[src/rtl/kv_pkg.sv]
// Types and constants shared by the KV line fetcher and the KVCache it serves.
package kv_pkg;

   localparam int unsigned KV_DATA_WIDTH = 32;
   localparam int unsigned KV_LINE_SIZE  = 4;
   localparam int unsigned LINE_BYTES    = KV_LINE_SIZE * KV_DATA_WIDTH / 8;
   localparam int unsigned OFFSET_BITS   = $clog2(LINE_BYTES);

   typedef enum logic [1:0] {StIdle, StFill, StResp} state_t;

   typedef logic [KV_DATA_WIDTH-1:0] line_t [KV_LINE_SIZE];

endpackage

[src/rtl/kv_line_fetcher.sv]
// Line-fill engine: turns one cache fill request into LINE_SIZE pipelined word reads
// and hands the assembled line back to the cache.
module kv_line_fetcher
   import kv_pkg::*;
#(
   parameter int unsigned DATA_WIDTH      = 32,
   parameter int unsigned ADDR_WIDTH      = 32,
   parameter int unsigned LINE_SIZE       = 4,
   parameter int unsigned MAX_OUTSTANDING = LINE_SIZE
) (
   input  logic                  i_clk,
   input  logic                  i_rstn,
   input  logic [ADDR_WIDTH-1:0] i_req_addr,
   input  logic                  i_req_valid,
   output logic                  o_req_ready,
   output logic [DATA_WIDTH-1:0] o_resp_data [LINE_SIZE],
   output logic                  o_resp_valid,
   input  logic                  i_resp_ready,
   output logic [ADDR_WIDTH-1:0] o_mem_addr,
   output logic                  o_mem_valid,
   input  logic                  i_mem_ready,
   input  logic [DATA_WIDTH-1:0] i_mem_rdata,
   input  logic                  i_mem_rvalid,
   output logic                  o_mem_rready
);

   localparam int unsigned CNT_W      = $clog2(LINE_SIZE) + 1;
   localparam int unsigned OUT_W      = $clog2(MAX_OUTSTANDING) + 1;
   localparam int unsigned IDX_W      = $clog2(LINE_SIZE);
   localparam int unsigned BYTE_SHIFT = $clog2(DATA_WIDTH / 8);
   localparam int unsigned OFF_W      = IDX_W + BYTE_SHIFT;

   localparam logic [CNT_W-1:0]      LAST_IDX  = CNT_W'(LINE_SIZE - 1);
   localparam logic [CNT_W-1:0]      LINE_CNT  = CNT_W'(LINE_SIZE);
   localparam logic [OUT_W-1:0]      OUT_MAX   = OUT_W'(MAX_OUTSTANDING);
   localparam logic [ADDR_WIDTH-1:0] BASE_MASK = {ADDR_WIDTH{1'b1}} << OFF_W;

   state_t                state_q;
   logic [ADDR_WIDTH-1:0] base_q;
   logic [CNT_W-1:0]      issue_cnt_q, issue_cnt_d;
   logic [CNT_W-1:0]      rcv_cnt_q;
   logic [OUT_W-1:0]      out_q, out_d;
   logic [DATA_WIDTH-1:0] line_q [LINE_SIZE];
   logic                  issue_fire, rsp_fire;

   // Word offsets are OR-ed into the aligned base, so they can never carry out of the line.
   function automatic logic [ADDR_WIDTH-1:0] word_addr(input logic [ADDR_WIDTH-1:0] base,
                                                       input logic [CNT_W-1:0]      idx);
      return base | (ADDR_WIDTH'(idx[IDX_W-1:0]) << BYTE_SHIFT);
   endfunction

   always_comb begin
      issue_fire  = o_mem_valid & i_mem_ready;
      rsp_fire    = o_mem_rready & i_mem_rvalid;
      issue_cnt_d = issue_cnt_q + CNT_W'(issue_fire);
      out_d       = out_q;
      if (issue_fire && !rsp_fire) begin
         out_d = out_q + OUT_W'(1);
      end else if (!issue_fire && rsp_fire) begin
         out_d = out_q - OUT_W'(1);
      end
   end

   assign o_resp_data = line_q;

   always_ff @(posedge i_clk or negedge i_rstn) begin
      if (!i_rstn) begin
         state_q      <= StIdle;
         base_q       <= '0;
         issue_cnt_q  <= '0;
         rcv_cnt_q    <= '0;
         out_q        <= '0;
         o_req_ready  <= 1'b1;
         o_resp_valid <= 1'b0;
         o_mem_valid  <= 1'b0;
         o_mem_rready <= 1'b0;
         o_mem_addr   <= '0;
         for (int i = 0; i < LINE_SIZE; i++) begin
            line_q[i] <= '0;
         end
      end else begin
         unique case (state_q)
            StIdle: begin
               if (i_req_valid) begin
                  base_q       <= i_req_addr & BASE_MASK;
                  issue_cnt_q  <= '0;
                  rcv_cnt_q    <= '0;
                  out_q        <= '0;
                  o_req_ready  <= 1'b0;
                  o_mem_valid  <= 1'b1;
                  o_mem_addr   <= i_req_addr & BASE_MASK;
                  o_mem_rready <= 1'b1;
                  state_q      <= StFill;
               end
            end
            StFill: begin
               issue_cnt_q <= issue_cnt_d;
               out_q       <= out_d;
               if (rsp_fire) begin
                  line_q[rcv_cnt_q[IDX_W-1:0]] <= i_mem_rdata;
                  rcv_cnt_q                    <= rcv_cnt_q + CNT_W'(1);
               end
               // A pending read keeps its address: issue_cnt_d only moves on a handshake.
               o_mem_valid <= (issue_cnt_d < LINE_CNT) && (out_d < OUT_MAX);
               o_mem_addr  <= word_addr(base_q, issue_cnt_d);
               if (rsp_fire && (rcv_cnt_q == LAST_IDX)) begin
                  o_mem_valid  <= 1'b0;
                  o_mem_rready <= 1'b0;
                  o_resp_valid <= 1'b1;
                  state_q      <= StResp;
               end
            end
            StResp: begin
               if (i_resp_ready) begin
                  o_resp_valid <= 1'b0;
                  o_req_ready  <= 1'b1;
                  state_q      <= StIdle;
               end
            end
            default: begin
               state_q <= StIdle;
            end
         endcase
      end
   end

endmodule

[config.mk]
export PLATFORM = sky130hd
export DESIGN_NAME = kv_line_fetcher
export DESIGN_NICKNAME = d
export VERILOG_FILES = /design/src/rtl/kv_pkg.sv /design/src/rtl/kv_line_fetcher.sv
export SDC_FILE = /design/constraint.sdc
export NUM_CORES = 1
export LEC_CHECK = 0
export BUFFER_PORTS_ARGS = -buffer_cell sky130_fd_sc_hd__buf_2
export CAP_MARGIN = 10
export CORE_AREA = 2 2 183 167
export DETAILED_ROUTE_END_ITERATION = 8
export DIE_AREA = 0 0 185 169
export SLEW_MARGIN = 15
export SYNTH_ARGS = -nofsm -noshare
export SYNTH_HDL_FRONTEND = slang
export SYNTH_SLANG_ARGS = --single-unit
[constraint.sdc]
create_clock -name i_clk -period 4.75 [get_ports i_clk]
set_input_delay 0.475 -clock i_clk [delete_from_list [all_inputs] [get_ports i_clk]]
set_output_delay 0.475 -clock i_clk [all_outputs]
set_load 0.01 [all_outputs]
==> results_dict.tcl, run 1 <==
set metrics [dict create \
    result_of_the_run "finished clean" \
    timing.reg2reg.worst_path_depth 4 \
    design.die.area_mm2 0.0313 \
    area_growth_syn_to_layout_pct 23.7 \
    count_of_final_setup_violators 0 \
    critical-path-max-stage-delay_ns 0.70 \
    power.density_mw_per_mm2 718 \
    slew_headroom 0.339 \
    fillerInstances 2883 \
    rsz0062_at_grt "false" \
    finalHoldWorstSlack_ns 0.169 \
    dp_hpwl_um 13400 \
    max_cap_viol_count 0 \
    standby_leakage_power_uw 0.00544 \
    worstHoldPathType "in2async" \
    netlist_area_before_placement_mm2 0.00865 \
    worst_path_max_fanout 40 \
    worst_vdd_rail_ir_drop_mv 0.276 \
    clk_latency_ns 0.44 \
    postSynth.asyncResetShare 1.00 \
    grt_remaining_overflow 0 \
    final_cell_mix "buf_2, dfrtp_1, mux2_4, o21ai_0, mux2_2" \
    cp-end-kind "register" \
    grt_pass1_vias 5468 \
    min_period_over_period 0.531 \
    crit_chain "buf_4, and4b_1, nand2_4, mux2_4" \
    critPathRequiredTime_ns 5.07 \
    postLayoutSetupSlackWorst_ns 2.23 \
    buffer_ports.inserted 227 \
    synth-seq-area-share 0.576 \
    worst_reg2reg_setup_slack_ns 2.23 \
    initialDrtViolationCount 341 \
    final_non_filler_cells 1216 \
    worst_slack_at_placement_ns 2.21 \
    post_cts.resized_instances 0 \
    drc 0 \
    fmax_mhz 397 \
    grt_pass1_wl_um 32900 \
    floorplan.initialDensity 0.294 \
    floorplan.io_pins 234 \
    antenna_violations_before_repair 3 \
    grt_max_degree 120 \
    cts_tree "done" \
    clk_transition_reported_paths_ns 0.07 \
    worst_ep_arrival_time_ns 2.84 \
    final_util 0.364 \
    layout_commonest_cell "buf_2" \
    dieWidth_um 185 \
    cts.sinks 199 \
    crit_path_start_kind "register" \
    synthFlopType "dfrtp_1" \
    timing.final.crit_period_ns 2.52 \
    wirelength_um 21300 \
    cts_bufs_inserted 17 \
    grtUsageTotal 0.137 \
    synth_enable_flop_cells 0 \
    drt-pass1-iter-count 4 \
    final-max-slew-violation-count 0 \
    synth-warning-count 0 \
    timing.clock.skew_ns 0.0113 \
    multi_input_area_mm2 0.00340 \
    via_per_inst 4.47 \
    dp.cells 1182 \
    setup_total_negative_slack_ns 0 \
    max_slew.worst_pin.slew_ns 0.991 \
    drive_above_1_share 0.528 \
    final_net_count 879 \
    die_h_um 169 \
    routed_wl_per_cell_um 17.5 \
    core_area_mm2 0.0294 \
    synth.distinct_cells 33 \
    routed-via-count 5430 \
    clock_tree.buffer_depth 2 \
    cts.htree.levels 4 \
    num_rows 60 \
    avgSynthCellArea_um2 14.9 \
    place.gp.congestion 0.694 \
    antenna_violating_nets_post_route 0 \
    number_of_endpoints_with_negative_hold_slack_in_the_final_report 0 \
    hold_buffers 0 \
    flip_flop_and_latch_count_after_synthesis 199 \
    final-seq-area_mm2 0.00498 \
    synthesis.instances 582 \
    setup.worst_path.class "reg2reg" \
    cts_setup_buffers 0 \
    cts-root-buf "clkbuf_16" \
    critPathSlowestCell "and4b_1" \
]
kinds of logic after synthesis:
| kind of cell | Yosys count | synth area share |
|---|---|---|
| compound gates | 108 | 0.0746 |
| xor+xnor | 2 | 0.00202 |
| simple gates | 57 | 0.0402 |
| other cells | 1 | 0.000433 |
| fa+ha+maj | 11 | 0.0159 |
| buf+inv | 46 | 0.0337 |
| mux | 158 | 0.257 |
| flops | 199 | 0.576 |
worst max-delay path, delay by kind of cell, from the launching register on:
| family | cells | cell delay [ns] |
|---|---|---|
| DFF | 1 | 0.36 |
| muxes | 1 | 0.47 |
| buffers and inverters | 1 | 0.29 |
| and+or+nand+nor | 2 | 1.25 |
stage by stage:
step / power [µW] / instance area, µm²
floorplan: 5110 / 8660
global placement: 6210 / 10100
detailed placement: 6270 / 10100
CTS: 7790 / 10700
global route: 8200 / 10700
finish: 7680 / 10700
path summary, 6_finish.rpt:
check	from	to
worst min-delay path	i_rstn	o_mem_addr[14]
worst max-delay path	state_q[1]	o_resp_data[82]
min in group i_clk	i_req_addr[6]	base_q[6]
worst min register to register	base_q[6]	base_q[6]
max in group asynchronous	i_rstn	out_q[1]
worst max register to register	state_q[1]	o_resp_data[82]
synthesized netlist by cell type (4+ instances only):
cell	instances	area (µm²)
a21oi_1	33	165
a22o_1	5	43.8
a22oi_1	29	218
buf_2	5	25.0
buf_4	6	45.0
buf_6	12	135
clkbuf_1	12	45.0
dfrtp_1	198	4950
ha_1	11	138
inv_1	9	33.8
mux2_2	35	394
mux2_4	120	1800
nand2_1	12	45.0
nand2_4	4	45.0
nor2_1	5	18.8
nor2b_1	29	181
o21ai_0	36	180
sequential cells by signal, summed over array words and instances (netlist names):
| signal | count |
|---|---|
| o_resp_data | 128 |
| base_q | 28 |
| o_mem_addr | 28 |
| issue_cnt_q | 3 |
| out_q | 3 |
| rcv_cnt_q | 3 |
| state_q | 2 |
| o_mem_rready | 1 |
| o_mem_valid | 1 |
| o_req_ready | 1 |
| o_resp_valid | 1 |
metal layers:
layer | vias to the layer above | global-route usage | routed length (µm)
met3 | 19 | 0.0605 | 2110
met1 | 2726 | 0.185 | 9690
met5 | - | 0 | 11
li1 | 2494 | - | -
met2 | 189 | 0.200 | 9270
met4 | 2 | 0.0383 | 213
final cells by class:
cell class	count	share of cell area
well taps	403	0.0471
repair buffers	233	0.111
diodes	2	0.000468
clock inverters	13	0.0125
inverters	9	0.00316
flip-flops and latches	199	0.466
multi-input cells	338	0.318
clock buffers	19	0.0423
power breakdown:
part	switching [µW]	internal, µW
clock	702	771
sequential	486	2540
combinational	1450	1730
Power figures use the tool's default switching activity.
==> run 2: changes to the inputs <==
- clock period: 4.75 -> 2.45 ns (I/O delays scaled with it)
==> run 2 against run 1 <==
Compared with the run above:
- combinational power grew 96%
- cell count up 1.2%
- setup slack worse by 1.7 ns
- first-iteration DRC count is 33% lower
- sequential cell count unchanged
- highest routed layer is now met4
- sequential power increased by 94%
- power rose by 96%
- sequential share of layout area is 0.74 points lower
- clock skew rose by 0.0013 ns
- clock-buffer cell count fell by 2
- utilization increased by 0.59 points
- critical path depth is the same
- largest cell class unchanged
==> results_dict.tcl, run 2 (synthesis results as in run 1) <==
set metrics [dict create \
    result_of_the_run "finished clean" \
    dp.cells 1194 \
    final_non_filler_cells 1230 \
    timing.clock.skew_ns 0.0126 \
    wirelength_um 21400 \
    max_slew.worst_pin.slew_ns 0.706 \
    count_of_final_setup_violators 0 \
    die_h_um 169 \
    cts_setup_buffers 0 \
    worst_ep_arrival_time_ns 2.28 \
    final_util 0.369 \
    timing.final.crit_period_ns 1.95 \
    final_net_count 893 \
    largest_register_ffs 128 \
    portion_of_total_power_attributed_to_sequential_cells 0.391 \
    finalHoldWorstSlack_ns 0.0461 \
    grtUsageTotal 0.138 \
    clk_transition_reported_paths_ns 0.08 \
    setup_total_negative_slack_ns 0 \
    grt_pass1_wl_um 33200 \
    final-max-slew-violation-count 0 \
    critPathBufInv 1 \
    layout_commonest_cell "buf_2" \
    grt_max_degree 66 \
    critPathSlowestCell "buf_4" \
    antenna_violating_nets_post_route 0 \
    place.gp.congestion 0.693 \
    slew_headroom 0.530 \
    critPathRequiredTime_ns 2.78 \
    floorplan.initialDensity 0.294 \
    cp-end-kind "register" \
    num_rows 60 \
    clk_latency_ns 0.45 \
    dp_hpwl_um 14100 \
    power.density_mw_per_mm2 1380 \
    grt_remaining_overflow 0 \
    area_growth_syn_to_layout_pct 25.7 \
    fmax_mhz 513 \
    critical_path.top_delay_family "buffers and inverters" \
    internal_power_uw 9810 \
    via_per_inst 4.44 \
    grt_pass1_vias 5565 \
    routed_wl_per_cell_um 17.4 \
    rsz0062_at_grt "false" \
    switching_share 0.347 \
    critical-path-max-stage-delay_ns 0.56 \
    initialDrtViolationCount 230 \
    clock_tree.buffer_depth 2 \
    drive_above_1_share 0.533 \
    final_cell_mix "buf_2, dfrtp_1, mux2_4, o21ai_0, mux2_2" \
    design.die.area_mm2 0.0313 \
    max_cap_viol_count 0 \
    worst_vdd_rail_ir_drop_mv 0.644 \
    drt-pass1-iter-count 4 \
    cts.sinks 199 \
    share_comb_of_total_power 0.415 \
    min_period_over_period 0.796 \
    setup.worst_path.class "reg2reg" \
    share_of_total_power_in_the_clock_network 0.194 \
    crit_path_start_kind "register" \
    crit_chain "and4b_1, nand2_4, buf_4, mux2_2" \
    power.net_switching_uw 5220 \
    cts_bufs_inserted 17 \
    number_of_endpoints_with_negative_hold_slack_in_the_final_report 0 \
    standby_leakage_power_uw 0.00554 \
    power_uw 15000 \
    buffer_ports.inserted 227 \
    cts_tree "done" \
    core_area_mm2 0.0294 \
    dieWidth_um 185 \
    worstHoldPathType "in2reg" \
    routed-via-count 5459 \
    drc 0 \
    cts-root-buf "clkbuf_16" \
    floorplan.io_pins 234 \
    worst_path_max_fanout 32 \
    cts.htree.levels 4 \
    antenna_violations_before_repair 2 \
]
[run 2: power groups by stage]
stage                     Clock (µW)  Combinational (µW)  Sequential, µW
final                           2910                6240            5880
after global routing            3130                6780            6110
after CTS                       3010                6340            5880
after detailed placement           0                6330            5900
after global placement             0                6230            5870
after floorplan                    0                3460            6440
[run 2: stage by stage]
stage / setup slack (ns) / instance area (µm²)
floorplan: 0.738 / 8660
global placement: 0.488 / 10200
detailed placement: 0.465 / 10200
CTS: 0.460 / 10900
global route: 0.371 / 10900
finish: 0.500 / 10900
[run 2: cell type report]
cell class              instances  area [µm²]
flip-flops and latches        199        4980
multi-input cells             338        3390
inverters                       9        33.8
diodes                          2        5.00
fillers                      2877       18600
clock buffers                  17         425
repair buffers                247        1350
clock inverters                15         179
well taps                     403         504
[run 2: timing repair]
action / CTS / global route
resized for setup: 0 / 0
hold buffers: 2 / 0
endpoints found under the hold margin: 51 / 0
[run 2: path summary, 6_finish.rpt]
kind / from / end / slack, ns / cells past startpoint
setup / recovery: o_mem_rready / o_resp_data[127] / 0.50 / 4
hold / removal: i_req_addr[10] / base_q[10] / 0.05 / 2
setup reg to reg: o_mem_rready / o_resp_data[127] / 0.50 / 4
hold reg to reg: rcv_cnt_q[2] / rcv_cnt_q[2] / 0.50 / 2
max in group asynchronous: i_rstn / o_resp_data[88] / 1.39 / 3
min in group asynchronous: i_rstn / base_q[17] / 0.32 / 2
[run 2: layer usage]
| metal | vias up | global-route usage | routed length, µm |
|---|---|---|---|
| met5 | - | 0 | 0 |
| met4 | 0 | 0.0352 | 182 |
| met3 | 11 | 0.0633 | 2100 |
| met2 | 174 | 0.205 | 9380 |
| met1 | 2752 | 0.182 | 9750 |
| li1 | 2522 | - | - |
